===== config.mk =====
export PLATFORM = sky130hd
export DESIGN_NAME = div_radix2_unit_flat
export DESIGN_NICKNAME = d
export VERILOG_FILES = /design/src/rtl/div_radix2_if.sv /design/src/rtl/div_radix2_unit.sv /design/src/flat_wrapper.sv
export SDC_FILE = /design/constraint.sdc
export NUM_CORES = 1
export LEC_CHECK = 0
export BUFFER_PORTS_ARGS = -buffer_cell sky130_fd_sc_hd__buf_4
export CAP_MARGIN = 40
export CORE_ASPECT_RATIO = 0.9
export CORE_UTILIZATION = 35
export DETAILED_ROUTE_END_ITERATION = 10
export GPL_TIMING_DRIVEN = 0
export MAX_ROUTING_LAYER = met4
export PLACE_DENSITY = 0.57
export REMOVE_ABC_BUFFERS = 1
export SETUP_SLACK_MARGIN = 0.5
export SYNTH_ARGS = -nofsm -noshare
export SYNTH_HDL_FRONTEND = slang
export SYNTH_SLANG_ARGS = --single-unit

===== constraint.sdc =====
create_clock -name clk -period 7.74 [get_ports clk]
set_input_delay 2.322 -clock clk [delete_from_list [all_inputs] [get_ports clk]]
set_output_delay 2.322 -clock clk [all_outputs]
set_load 0.05 [all_outputs]

===== src/rtl/div_radix2_if.sv =====
// Request/response bundle between the execute-stage controller and the divider.
// master = pipeline side, slave = divider side.
interface div_radix2_if #(
    parameter int WIDTH = 32
);
    logic                 start_i;
    logic                 signed_i;
    logic                 annul_i;
    logic [WIDTH-1:0]     a_i;
    logic [WIDTH-1:0]     b_i;
    logic                 stall_o;
    logic                 ready_o;
    logic [2*WIDTH-1:0]   result_o;

    modport master (
        output start_i, signed_i, annul_i, a_i, b_i,
        input  stall_o, ready_o, result_o
    );

    modport slave (
        input  start_i, signed_i, annul_i, a_i, b_i,
        output stall_o, ready_o, result_o
    );
endinterface


===== src/rtl/div_radix2_unit.sv =====
// Iterative radix-2 restoring divider for DIV/DIVU.
// Returns {remainder, quotient} for the HI/LO write; one quotient bit per cycle.
// Optional feature macro: DIV_EARLY_EXIT_EN -- finish immediately when |a| < |b|.
module div_radix2_unit #(
    parameter int WIDTH = 32
) (
    input  logic         clk,
    input  logic         rst,
    div_radix2_if.slave  bus
);
    localparam int CW = $clog2(WIDTH) + 1;

    typedef enum logic [1:0] {IDLE, CALC, DONE} state_t;

    state_t               state_q;
    logic [CW-1:0]        cnt_q;
    logic [WIDTH-1:0]     dvd_q;      // dividend magnitude, shifts left; quotient bits enter at LSB
    logic [WIDTH-1:0]     dsr_q;      // divisor magnitude
    logic [WIDTH-1:0]     rem_q;      // partial remainder
    logic                 neg_q_q;    // negate quotient at the end
    logic                 neg_r_q;    // negate remainder at the end
    logic                 ready_q;
    logic [2*WIDTH-1:0]   result_q;

    logic [WIDTH-1:0]     abs_a;
    logic [WIDTH-1:0]     abs_b;
    logic                 early;
    logic [WIDTH:0]       trial;
    logic                 qbit;
    logic [WIDTH-1:0]     rem_nxt;
    logic [WIDTH-1:0]     quo_nxt;
    logic [WIDTH-1:0]     q_fix;
    logic [WIDTH-1:0]     r_fix;

    // Operand magnitudes, one restoring step, and final sign correction.
    always_comb begin
        abs_a = (bus.signed_i && bus.a_i[WIDTH-1]) ? -bus.a_i : bus.a_i;
        abs_b = (bus.signed_i && bus.b_i[WIDTH-1]) ? -bus.b_i : bus.b_i;
`ifdef DIV_EARLY_EXIT_EN
        early = (abs_a < abs_b);
`else
        early = 1'b0;
`endif
        // Bit WIDTH of the trial difference is set exactly when it went negative.
        trial   = {rem_q, dvd_q[WIDTH-1]} - {1'b0, dsr_q};
        qbit    = ~trial[WIDTH];
        rem_nxt = qbit ? trial[WIDTH-1:0] : {rem_q[WIDTH-2:0], dvd_q[WIDTH-1]};
        quo_nxt = {dvd_q[WIDTH-2:0], qbit};
        q_fix   = neg_q_q ? -quo_nxt : quo_nxt;
        r_fix   = neg_r_q ? -rem_nxt : rem_nxt;
    end

    // Control FSM and datapath registers; ready/result are registered on entry to DONE.
    always_ff @(posedge clk or posedge rst) begin
        if (rst) begin
            state_q  <= IDLE;
            cnt_q    <= '0;
            dvd_q    <= '0;
            dsr_q    <= '0;
            rem_q    <= '0;
            neg_q_q  <= 1'b0;
            neg_r_q  <= 1'b0;
            ready_q  <= 1'b0;
            result_q <= '0;
        end else begin
            ready_q <= 1'b0;
            if (bus.annul_i) begin
                // Flush wins over everything, including a same-cycle start.
                state_q <= IDLE;
            end else begin
                case (state_q)
                    IDLE: begin
                        if (bus.start_i) begin
                            if (bus.b_i == '0) begin
                                // Divide by zero: quotient all ones, remainder is raw a.
                                result_q <= {bus.a_i, {WIDTH{1'b1}}};
                                ready_q  <= 1'b1;
                                state_q  <= DONE;
                            end else if (early) begin
                                // |a| < |b|: q=0 and r=a with the dividend's sign intact.
                                result_q <= {bus.a_i, {WIDTH{1'b0}}};
                                ready_q  <= 1'b1;
                                state_q  <= DONE;
                            end else begin
                                dvd_q   <= abs_a;
                                dsr_q   <= abs_b;
                                rem_q   <= '0;
                                cnt_q   <= '0;
                                neg_q_q <= bus.signed_i & (bus.a_i[WIDTH-1] ^ bus.b_i[WIDTH-1]);
                                neg_r_q <= bus.signed_i & bus.a_i[WIDTH-1];
                                state_q <= CALC;
                            end
                        end
                    end
                    CALC: begin
                        rem_q <= rem_nxt;
                        dvd_q <= quo_nxt;
                        cnt_q <= cnt_q + 1'b1;
                        if (cnt_q == CW'(WIDTH - 1)) begin
                            result_q <= {r_fix, q_fix};
                            ready_q  <= 1'b1;
                            state_q  <= DONE;
                        end
                    end
                    DONE: begin
                        state_q <= IDLE;
                    end
                    default: begin
                        state_q <= IDLE;
                    end
                endcase
            end
        end
    end

    assign bus.stall_o  = bus.start_i & ~ready_q & ~bus.annul_i & ~rst;
    assign bus.ready_o  = ready_q;
    assign bus.result_o = result_q;

endmodule


===== src/flat_wrapper.sv =====
// flat-port wrapper written by rule: the top's interface ports become plain ports
module div_radix2_unit_flat 
#(
    parameter int WIDTH = 32
)
  (clk, rst, bus_start_i, bus_signed_i, bus_annul_i, bus_a_i, bus_b_i, bus_stall_o, bus_ready_o, bus_result_o);
  div_radix2_if #(.WIDTH(WIDTH)) bus_i ();
  input  logic clk;
  input  logic rst;
  input wire logic [$bits(bus_i.start_i)-1:0] bus_start_i;
  input wire logic [$bits(bus_i.signed_i)-1:0] bus_signed_i;
  input wire logic [$bits(bus_i.annul_i)-1:0] bus_annul_i;
  input wire logic [$bits(bus_i.a_i)-1:0] bus_a_i;
  input wire logic [$bits(bus_i.b_i)-1:0] bus_b_i;
  output wire logic [$bits(bus_i.stall_o)-1:0] bus_stall_o;
  output wire logic [$bits(bus_i.ready_o)-1:0] bus_ready_o;
  output wire logic [$bits(bus_i.result_o)-1:0] bus_result_o;
  assign bus_i.start_i = bus_start_i;
  assign bus_i.signed_i = bus_signed_i;
  assign bus_i.annul_i = bus_annul_i;
  assign bus_i.a_i = bus_a_i;
  assign bus_i.b_i = bus_b_i;
  assign bus_stall_o = bus_i.stall_o;
  assign bus_ready_o = bus_i.ready_o;
  assign bus_result_o = bus_i.result_o;
  div_radix2_unit #(.WIDTH(WIDTH)) u_core (.clk(clk), .rst(rst), .bus(bus_i));
endmodule

==> results of run 1 <==
-- per-stage QoR --
stage | area [µm²] | setup WS [ps]
6_report | 14400 | 1310
5_1_grt | 14400 | 834
4_1_cts | 14400 | 1350
3_5_place_dp | 13800 | 1220
3_3_place_gp | 13500 | -1460
2_1_floorplan | 11900 | 786
-- sequential cells by signal, indices dropped and copies added (netlist names) --
signal,cells
u_core.bus.result_o,64
u_core.rem_q,32
u_core.neg_q_q,1
u_core.dvd_q,32
u_core.dsr_q,32
u_core.state_q,2
u_core.bus.ready_o,1
u_core.cnt_q,6
u_core.neg_r_q,1
-- worst max-delay path: cells and delay by family (launching register included) --
kind / cells / cell delay, ps
muxes: 1 / 390
adders and majority gates: 3 / 840
and+or+nand+nor: 5 / 1630
AOI/OAI and AO/OA: 8 / 2070
DFF: 1 / 480
xor gates and xnor gates: 1 / 160
buffers and inverters: 4 / 710
-- path summary, 6_finish.rpt --
path / slack (ps) / endpoint / startpoint / cells after the start
max: 1310 / u_core.bus.result_o[62] / u_core.dvd_q[31] / 22
min: 470 / u_core.bus.result_o[31] / u_core.bus.result_o[31] / 2
max reg2reg: 1310 / u_core.bus.result_o[62] / u_core.dvd_q[31] / 22
min reg2reg: 470 / u_core.bus.result_o[31] / u_core.bus.result_o[31] / 2
max in group asynchronous: 4900 / u_core.rem_q[5] / rst / 3
min in group asynchronous: 1900 / u_core.bus.result_o[62] / rst / 2
-- routing by layer --
metal | global-route usage (%) | share of wire [%] | routed length [µm] | vias to the layer above
met5 | - | 0 | 0 | -
met4 | 5.91 | 2.1 | 739 | 0
met3 | 2.66 | 4.7 | 1700 | 48
met2 | 31.0 | 44 | 15800 | 298
met1 | 29.6 | 49 | 17700 | 5250
li1 | - | - | - | 5620
-- cell families after synthesis --
family	synth area share, %
buffers and inverters	4.98
xor gates and xnor gates	9.64
and+or+nand+nor	19.7
muxes	2.87
DFF	34.9
AOI/OAI and AO/OA	24.0
adders and majority gates	3.94
-- where the power goes --
| group | internal [mW] | switching, mW | leakage [nW] |
|---|---|---|---|
| combinational | 1.71 | 3.00 | 3.68 |
| sequential | 1.21 | 0.336 | 2.10 |
| clock | 0.466 | 0.416 | 0.285 |
| total | 3.39 | 3.75 | 6.07 |
-- placed cells by master, fill, tap and decap left out, drive strengths merged, types with 48 or more instances in the layout --
cell type / Yosys / final
xnor2: 51 / 51
o21ai: 174 / 174
dfrtp: 171 / 171
a31oi: 48 / 48
buf: 30 / 150
inv: 66 / 73
nand2: 197 / 197
nor2: 143 / 143
a21oi: 137 / 137
xor2: 84 / 84
-- final cells by class --
| cell class | instances | area share (%) |
|---|---|---|
| tap | 462 | 4.01 |
| clock inverter | 14 | 1.07 |
| sequential | 171 | 29.7 |
| inverter | 67 | 1.80 |
| timing repair buffer | 150 | 9.06 |
| clock buffer | 18 | 3.05 |
| multi-input combinational | 1208 | 51.3 |
==> flow_summary_export.csv, run 1 <==
group,metric,value,unit
sta,setup_tns,0,ps
clocking,postCtsSetupRepairBufs,0,
sta,max_slew_margin,44.0,%
clocking,insertion_delay,440,ps
cells_and_area,final_util,42.0,%
route,vias_per_cell,5.37,
cells_and_area,antennaDiodeCount,0,
power_and_ir_drop,power,7.14,mW
route,drtAntennaViolNets,0,
sta,worst_pin_slew,836,ps
run,maxCapViolCount,0,
power_and_ir_drop,leakagePower,6.07,nW
route,drc,0,
logic_synthesis,synth_commonest_cells,"197 x nand2_1, 171 x dfrtp_1, 171 x o21ai_0",
setup_path,path_cells,"inv_1, ha_1, inv_1, fa_1, a21o_1, a221oi_2, a211o_2, a211oi_4, o21a_4, nor2_4, inv_1, mux2i_1, ha_1, inv_1, nor4_1, nand4_1, nor2_1, a31oi_1, nand2b_1, o41ai_2, xnor2_1, o22ai_1",
cells_and_area,multi_input_area,7390,µm²
sta,finalSetupViolCount,0,
setup_path,critPathMaxFanout,20,
clocking,cts-root-buf,"clkbuf_16",
die,pin_count,135,
cells_and_area,fin_nets,1722,
clocking,htreeDepth,4,
die,dieArea,35800,µm²
logic_synthesis,synth_edf_count,0,
setup_path,cp.required,8060,ps
clocking,cts_tree,"built",
die,start_util,35.8,%
global_route,grt_pass1_wl,58300,µm
cells_and_area,synthToLayoutAreaGrowth,17.5,%
die,placementRows,64,
placement,gp_congestion,0.922,
sta,hold_viol_final,0,
sta,fmax,0.155,GHz
sta,fin_crit,6430,ps
cells_and_area,nFillCells,3506,
clocking,hold_buffers,0,
logic_synthesis,syn_area,12300,µm²
global_route,grt-ovfl-total,0,
die,core,34300,µm²
placement,dp_hpwl,27300,µm
global_route,antenna_found_initial,0,
setup_path,critPathArrivalTime,6750,ps
placement,port_buffers,134,
route,post_drt_wl_per_cell,17.2,µm
logic_synthesis,synth_area_leader_cell,"dfrtp_1",
sta,hold_ws,474,ps
die,die_w,199,µm
sta,period_share,83.1,%
logic_synthesis,netlist_instances,1531,
global_route,grt_pass1_vias,10684,
logic_synthesis,synth_cell_type_count,81,
logic_synthesis,yosys_warnings,0,
setup_path,start_kind,"flip-flop",
cells_and_area,drive_above_1_share,13.9,%
route,firstDrtPassIters,5,
logic_synthesis,synthArstFlopShare,100,%
clocking,clockBufferDepth,2,
global_route,grt_util_all_layers,20.9,%
placement,dp.cells,2058,
logic_synthesis,synth_area_leaders,"dfrtp_1 35%, o21ai_0 7.0%, nand2_1 6.0%",
min_path,hold_path.class,"flip-flop to flip-flop",
setup_path,max_stage_delay,510,ps
clocking,cts.clk_slew.worst_paths,80,ps
logic_synthesis,ys.flop_type,"dfrtp_1",
die,die_h,180,µm
logic_synthesis,seq_area_frac_synth,34.9,%
sta,rsz0062_at_grt,"no",
clocking,ctsResizeCount,0,
clocking,cts.sinks,171,
route,num_vias,11216,
run_status,outcome,"finished, final reports clean",
logic_synthesis,postSynthAreaPerCell,8.01,µm²
cells_and_area,regArea,4280,µm²
cells_and_area,fin_cells,2090,
setup_path,cp_common_cell,"inv_1",
route,routed_wl,36000,µm
logic_synthesis,synth.most_common_cell,"nand2_1",
sta,clock_skew,16.7,ps
setup_path,crit_slowest_cell,"nor2_4",
power_and_ir_drop,p_per_area,496,nW/µm²
logic_synthesis,synth_top_area_share,34.9,%
global_route,grt_max_degree,116,
setup_path,path_class,"flip-flop to flip-flop",
power_and_ir_drop,vdd_drop_max,0.000209,V
route,dr.first_iter.drc_count,789,
setup_path,crit_path_end_kind,"flip-flop",
sta,finalMaxSlewViolations,0,
logic_synthesis,postSynthRegisterBits,171,
clocking,cts_buffers,17,
(Power assumes the default switching activity.)
==> inputs of run 2 (changes only) <==
--- a/config.mk
+++ b/config.mk
@@ -5,6 +5,7 @@
 export SDC_FILE = /design/constraint.sdc
 export NUM_CORES = 1
 export LEC_CHECK = 0
+export ABC_AREA = 1
 export BUFFER_PORTS_ARGS = -buffer_cell sky130_fd_sc_hd__buf_4
 export CAP_MARGIN = 40
 export CORE_ASPECT_RATIO = 0.9
==> constraint.sdc (replaced) <==
create_clock -name clk -period 6.7 [get_ports clk]
set_input_delay 2.01 -clock clk [delete_from_list [all_inputs] [get_ports clk]]
set_output_delay 2.01 -clock clk [all_outputs]
set_load 0.05 [all_outputs]
==> run 2 against run 1 <==
  * First-iteration DRC count rose by 40%
  * Global-route usage rose by 2.6 points
  * Clock-buffer cell count rose by 2
  * Clock power rose by 20%
  * Die area rose by 11%
  * Synthesized area rose by 11%
  * Sequential share of layout area fell by 2.9 points
  * Wire length rose by 24%
  * Critical path type unchanged
  * Cell area rose by 11%
  * Worst setup slack got worse by 160 ps
  * Fmax rose by 16%
  * Largest power group unchanged
  * Combinational power fell by 4.7%
==> flow_summary_export.csv, run 2 <==
group,metric,value,unit
run_status,outcome,"finished, final reports clean",
cells_and_area,largest_reg_flops,64,
sta,max_slew_margin,42.3,%
min_path,hold_path.class,"flip-flop to flip-flop",
route,num_vias,14058,
clocking,clockBufferDepth,2,
sta,period_share,82.9,%
sta,finalSetupViolCount,0,
die,core,38400,µm²
logic_synthesis,postSynthAreaPerCell,6.30,µm²
global_route,grt_pass1_vias,13172,
setup_path,reg2regPathDepth,30,
die,placementRows,68,
global_route,grt-ovfl-total,0,
cells_and_area,fin_cells,2799,
die,dieArea,39800,µm²
logic_synthesis,synth_area_leaders,"dfrtp_1 31%, nand2_1 19%, inv_1 8.6%",
route,post_drt_wl_per_cell,15.9,µm
die,start_util,35.5,%
logic_synthesis,seq_area_frac_synth,31.4,%
sta,rsz0062_at_grt,"no",
sta,worst_pin_slew,863,ps
power_and_ir_drop,p_per_area,437,nW/µm²
clocking,cts-root-buf,"clkbuf_16",
setup_path,start_kind,"flip-flop",
logic_synthesis,synth_top_area_share,31.4,%
sta,fmax,0.180,GHz
global_route,antenna_found_initial,1,
setup_path,cp_common_cell,"nand2_1",
setup_path,path_class,"flip-flop to flip-flop",
cells_and_area,layout_common_cells,"689 x nand2_1, 309 x inv_1, 216 x nor2_1",
route,drc,0,
cells_and_area,synthToLayoutAreaGrowth,17.0,%
logic_synthesis,synth_area_leader_cell,"dfrtp_1",
placement,dp_hpwl,34500,µm
clocking,htreeDepth,4,
setup_path,r2r_slack,1150,ps
route,firstDrtPassIters,5,
logic_synthesis,synth.most_common_cell,"nand2_1",
route,dr.first_iter.drc_count,1108,
logic_synthesis,synthArstFlopShare,100,%
setup_path,cp.required,7110,ps
clocking,cts_buffers,17,
placement,dp.cells,2767,
sta,setup_tns,0,ps
clocking,hold_buffers,0,
die,pin_count,135,
cells_and_area,final_common_cell,"nand2_1",
cells_and_area,final_util,41.6,%
setup_path,reg2reg_to,"u_core.bus.result_o[28]",
clocking,postCtsSetupRepairBufs,0,
run,maxCapViolCount,0,
cells_and_area,design_area,16000,µm²
setup_path,critPathArrivalTime,5960,ps
placement,gp_congestion,0.924,
global_route,grt_pass1_wl,71000,µm
sta,worst_slack,1150,ps
logic_synthesis,ys.flop_type,"dfrtp_1",
placement,postPlaceCellArea,15400,µm²
setup_path,crit_slowest_cell,"nand2_4",
logic_synthesis,synth_commonest_cells,"689 x nand2_1, 311 x inv_1, 218 x nor2_1",
die,die_w,210,µm
power_and_ir_drop,leakagePower,8.43,nW
die,die_h,189,µm
sta,clock_skew,17.8,ps
power_and_ir_drop,vdd_drop_max,0.000237,V
setup_path,crit_end,"u_core.bus.result_o[28]",
logic_synthesis,netlist_instances,2165,
clocking,cts_tree,"built",
logic_synthesis,syn_area,13600,µm²
setup_path,crit_start,"u_core.dvd_q[31]",
setup_path,critPathMaxFanout,45,
logic_synthesis,postSynthRegisterBits,171,
setup_path,r2r_start,"u_core.dvd_q[31]",
cells_and_area,nFillCells,4101,
logic_synthesis,synth_cell_type_count,53,
placement,dp_slack,955,ps
setup_path,max_stage_delay,540,ps
logic_synthesis,synth_edf_count,0,
clocking,cts.sinks,171,
logic_synthesis,yosys_warnings,0,
placement,port_buffers,134,
global_route,grt_max_degree,93,
sta,finalMaxSlewViolations,0,
clocking,cts.clk_slew.worst_paths,70,ps
cells_and_area,drive_above_1_share,11.1,%
cells_and_area,antennaDiodeCount,0,
sta,fin_crit,5550,ps
global_route,grt_util_all_layers,23.5,%
cells_and_area,fin_nets,2368,
clocking,ctsResizeCount,0,
setup_path,crit_path_end_kind,"flip-flop",
route,routed_wl,44500,µm
clocking,insertion_delay,470,ps
route,drtAntennaViolNets,0,
sta,hold_viol_final,0,
route,vias_per_cell,5.02,
==> run 2: how the worst min path moves through the flow <==
stage                                        from                 endpoint  slack, ps  cells after the start
after CTS                         u_core.cnt_q[3]          u_core.cnt_q[4]        480                      1
after global placement            u_core.cnt_q[3]          u_core.cnt_q[4]        470                      1
after detailed placement  u_core.bus.result_o[47]  u_core.bus.result_o[47]        470                      2
after global routing       u_core.bus.result_o[3]   u_core.bus.result_o[3]        500                      2
after floorplan                   u_core.cnt_q[3]          u_core.cnt_q[4]        450                      1
final                             u_core.cnt_q[3]          u_core.cnt_q[4]        480                      1
==> run 2: metal layers <==
metal | GRT usage (%) | wire (µm) | vias to the layer above
met3 | 4.11 | 2110 | 49
met2 | 35.5 | 19900 | 329
met4 | 5.67 | 760 | 0
met5 | - | 0 | -
met1 | 32.3 | 21800 | 6560
li1 | - | - | 7120
==> run 2: layout make-up <==
type | count | area (µm²) | area share [%]
multi-input cells | 1599 | 7850 | 49.2
flip-flops and latches | 171 | 4280 | 26.8
repair buffers | 151 | 1360 | 8.53
inverters | 321 | 1210 | 7.60
well taps | 525 | 657 | 4.12
clock buffers | 20 | 467 | 2.92
clock inverters | 12 | 136 | 0.855
==> run 2: worst max-delay path, delay by kind of cell (launching register included) <==
kind | cells | cell delay, ps
compound gates | 1 | 230
flops | 1 | 360
fa+ha+maj | 3 | 940
buf+inv | 3 | 410
simple gates | 23 | 3510
==> run 2: metrics by stage <==
stage / power, mW / hold WS (ps)
detailed placement: 5.89 / 468
floorplan: 4.60 / 446
global placement: 5.77 / 466
finish: 6.98 / 478
CTS: 6.98 / 479
global route: 7.64 / 499
==> run 2: where the power goes <==
| part | leakage, nW | switching, mW | internal (mW) |
|---|---|---|---|
| combinational | 5.90 | 3.11 | 1.40 |
| clock | 0.289 | 0.477 | 0.582 |
| sequential | 2.25 | 0.188 | 1.23 |
==> run 2: kinds of logic after synthesis <==
family,after synthesis,synth area share (%)
buf+inv,395,11.3
xor+xnor,50,3.21
mux,1,0.0734
flops,171,31.4
simple gates,1187,36.7
fa+ha+maj,38,3.54
compound gates,323,13.8
==> inputs of run 3 (changes only) <==
==> constraint.sdc (replaced) <==
create_clock -name clk -period 5.5 [get_ports clk]
set_input_delay 1.65 -clock clk [delete_from_list [all_inputs] [get_ports clk]]
set_output_delay 1.65 -clock clk [all_outputs]
set_load 0.05 [all_outputs]
==> run 3 against run 2 <==
  * Sequential power is 22% higher
  * Die area stayed put
  * Cell area is 0.73% higher
  * Final cell count is 0.29% higher
  * Sequential share of layout area is 0.19 points lower
  * Combinational power is 24% higher
  * First-iteration DRC count is 6.0% lower
  * Critical path depth is 12 lower
  * Wire length is 0.49% higher
  * Hold slack hardly changed
  * Largest cell class unchanged
  * Highest routed layer unchanged
==> flow_summary_export.csv, run 3 (synthesis results as in run 2) <==
group,metric,value,unit
run_status,outcome,"finished, final reports clean",
placement,dp_slack,57.9,ps
die,placementRows,68,
die,pin_count,135,
placement,port_buffers,134,
setup_path,cp_common_cell,"nor2_1",
power_and_ir_drop,leakagePower,8.50,nW
route,dr.first_iter.drc_count,1041,
placement,dp.cells,2767,
route,drtAntennaViolNets,0,
clocking,cts.sinks,171,
global_route,grt_util_all_layers,23.6,%
min_path,hold_path.class,"flip-flop to flip-flop",
sta,rsz0062_at_grt,"yes",
setup_path,critPathBufInv,5,
route,drc,0,
cells_and_area,final_common_cell,"nand2_1",
min_path,whs_path_depth,1,
cells_and_area,antennaDiodeCount,0,
setup_path,r2r_start,"u_core.dvd_q[31]",
route,routed_wl,44800,µm
min_path,holdPathEnd,"u_core.cnt_q[4]",
clocking,cts.clk_slew.worst_paths,60,ps
sta,worst_slack,804,ps
setup_path,reg2reg_to,"u_core.bus.result_o[28]",
sta,hold_ws,478,ps
setup_path,max_stage_delay,400,ps
route,vias_per_cell,5.02,
global_route,grt-ovfl-total,0,
die,die_h,189,µm
power_and_ir_drop,p_per_area,536,nW/µm²
clocking,hold_buffers,0,
sta,period_share,85.4,%
setup_path,crit_path_end_kind,"flip-flop",
clocking,cts_buffers,17,
die,dieArea,39800,µm²
sta,fin_crit,4700,ps
die,die_w,210,µm
setup_path,path_cells,"buf_4, inv_1, ha_1, nand3_1, nor3_1, nand3_1, nor2_1, nand4_1, nor2_1, nor2_4, buf_12, inv_1, buf_16, nor2_1, nand3_1, nor2_1, and3_1, nor3_1",
sta,finalMaxSlewViolations,0,
global_route,grt_pass1_wl,71200,µm
setup_path,critPathMaxFanout,38,
cells_and_area,drive_above_1_share,11.6,%
cells_and_area,largest_reg_flops,64,
setup_path,crit_slowest_cell,"inv_1",
clocking,cts-root-buf,"clkbuf_16",
cells_and_area,regArea,4280,µm²
route,num_vias,14104,
sta,max_slew_margin,42.2,%
setup_path,path_class,"input port to flip-flop",
min_path,hp-start,"u_core.cnt_q[3]",
setup_path,reg2regPathDepth,29,
clocking,clockBufferDepth,2,
sta,worst_pin_slew,864,ps
sta,hold_viol_final,0,
die,core,38400,µm²
route,firstDrtPassIters,7,
die,start_util,35.5,%
power_and_ir_drop,vdd_drop_max,0.000310,V
placement,gp_congestion,0.924,
sta,finalSetupViolCount,0,
cells_and_area,multi_input_area,7920,µm²
sta,fmax,0.213,GHz
setup_path,critPathArrivalTime,5070,ps
global_route,grt_max_degree,93,
clocking,insertion_delay,470,ps
cells_and_area,nFillCells,4095,
run,maxCapViolCount,0,
global_route,grt_pass1_vias,13200,
clocking,htreeDepth,4,
cells_and_area,synthToLayoutAreaGrowth,17.9,%
placement,dp_hpwl,34500,µm
global_route,antenna_found_initial,1,
clocking,cts_tree,"built",
route,post_drt_wl_per_cell,15.9,µm
cells_and_area,fin_cells,2807,
setup_path,crit_family,"simple AND/OR/NAND/NOR gates",
setup_path,start_kind,"input port",
cells_and_area,layout_common_cells,"689 x nand2_1, 308 x inv_1, 215 x nor2_1",
setup_path,cp.required,5870,ps
cells_and_area,fin_nets,2376,
sta,clock_skew,16.7,ps
setup_path,r2r_slack,840,ps
-- run 3: cell types whose count changed in the layout (fill, tap and decap cells not counted), sizes merged --
cell / change
nand2: +2
buf: +6
-- run 3: where the power goes --
group | switching, mW | internal [mW]
Sequential | 0.233 | 1.50
Clock | 0.581 | 0.709
Combinational | 3.84 | 1.76
Total | 4.65 | 3.96
-- run 3: layout make-up --
class / count / share of cell area, %
clock buffer: 20 / 2.90
clock inverter: 12 / 0.848
inverter: 321 / 7.54
multi-input combinational: 1601 / 49.2
sequential: 171 / 26.6
tap: 525 / 4.09
timing repair buffer: 157 / 8.75
-- run 3: worst register-to-register path: cells and delay by family, from the launching register on --
family	cells	cell delay (ps)
fa+ha+maj	3	820
simple gates	22	2870
compound gates	1	200
flops	1	370
buf+inv	3	290
-- run 3: repair_timing --
action	in CTS	in global routing
endpoints found under the setup margin	5	31
resized for setup	3	6
buffers inserted	0	6
pin swaps	1	2
gates cloned	1	1
-- run 3: worst max-delay path by stage --
stage	from	endpoint	slack (ps)	cells after the start
floorplan	u_core.state_q[1]	u_core.bus.result_o[15]	-2340	9
global placement	u_core.state_q[0]	u_core.bus.result_o[29]	-8160	10
detailed placement	u_core.dvd_q[31]	u_core.bus.result_o[28]	60	29
CTS	u_core.dvd_q[31]	u_core.bus.result_o[28]	520	30
global route	u_core.dvd_q[31]	u_core.bus.result_o[28]	430	30
finish	bus_b_i[1]	u_core.cnt_q[5]	800	18
-- run 3: layer usage --
layer | GRT usage (%) | part of all wire [%]
met4 | 5.87 | 1.8
met1 | 32.5 | 49
met2 | 35.5 | 45
met3 | 4.11 | 4.8
met5 | - | 0
-- run 3: metrics by stage --
| stage | TNS, ps | total power [mW] | utilization [%] | cell area [µm²] |
|---|---|---|---|---|
| 2_1_floorplan | -318490 | 5.61 | - | 13300 |
| 3_3_place_gp | -1563030 | 7.03 | 39.0 | 15000 |
| 3_5_place_dp | 0 | 7.17 | 40.0 | 15400 |
| 4_1_cts | 0 | 8.54 | 41.7 | 16000 |
| 5_1_grt | 0 | 9.42 | 41.9 | 16100 |
| 6_report | 0 | 8.61 | 41.9 | 16100 |
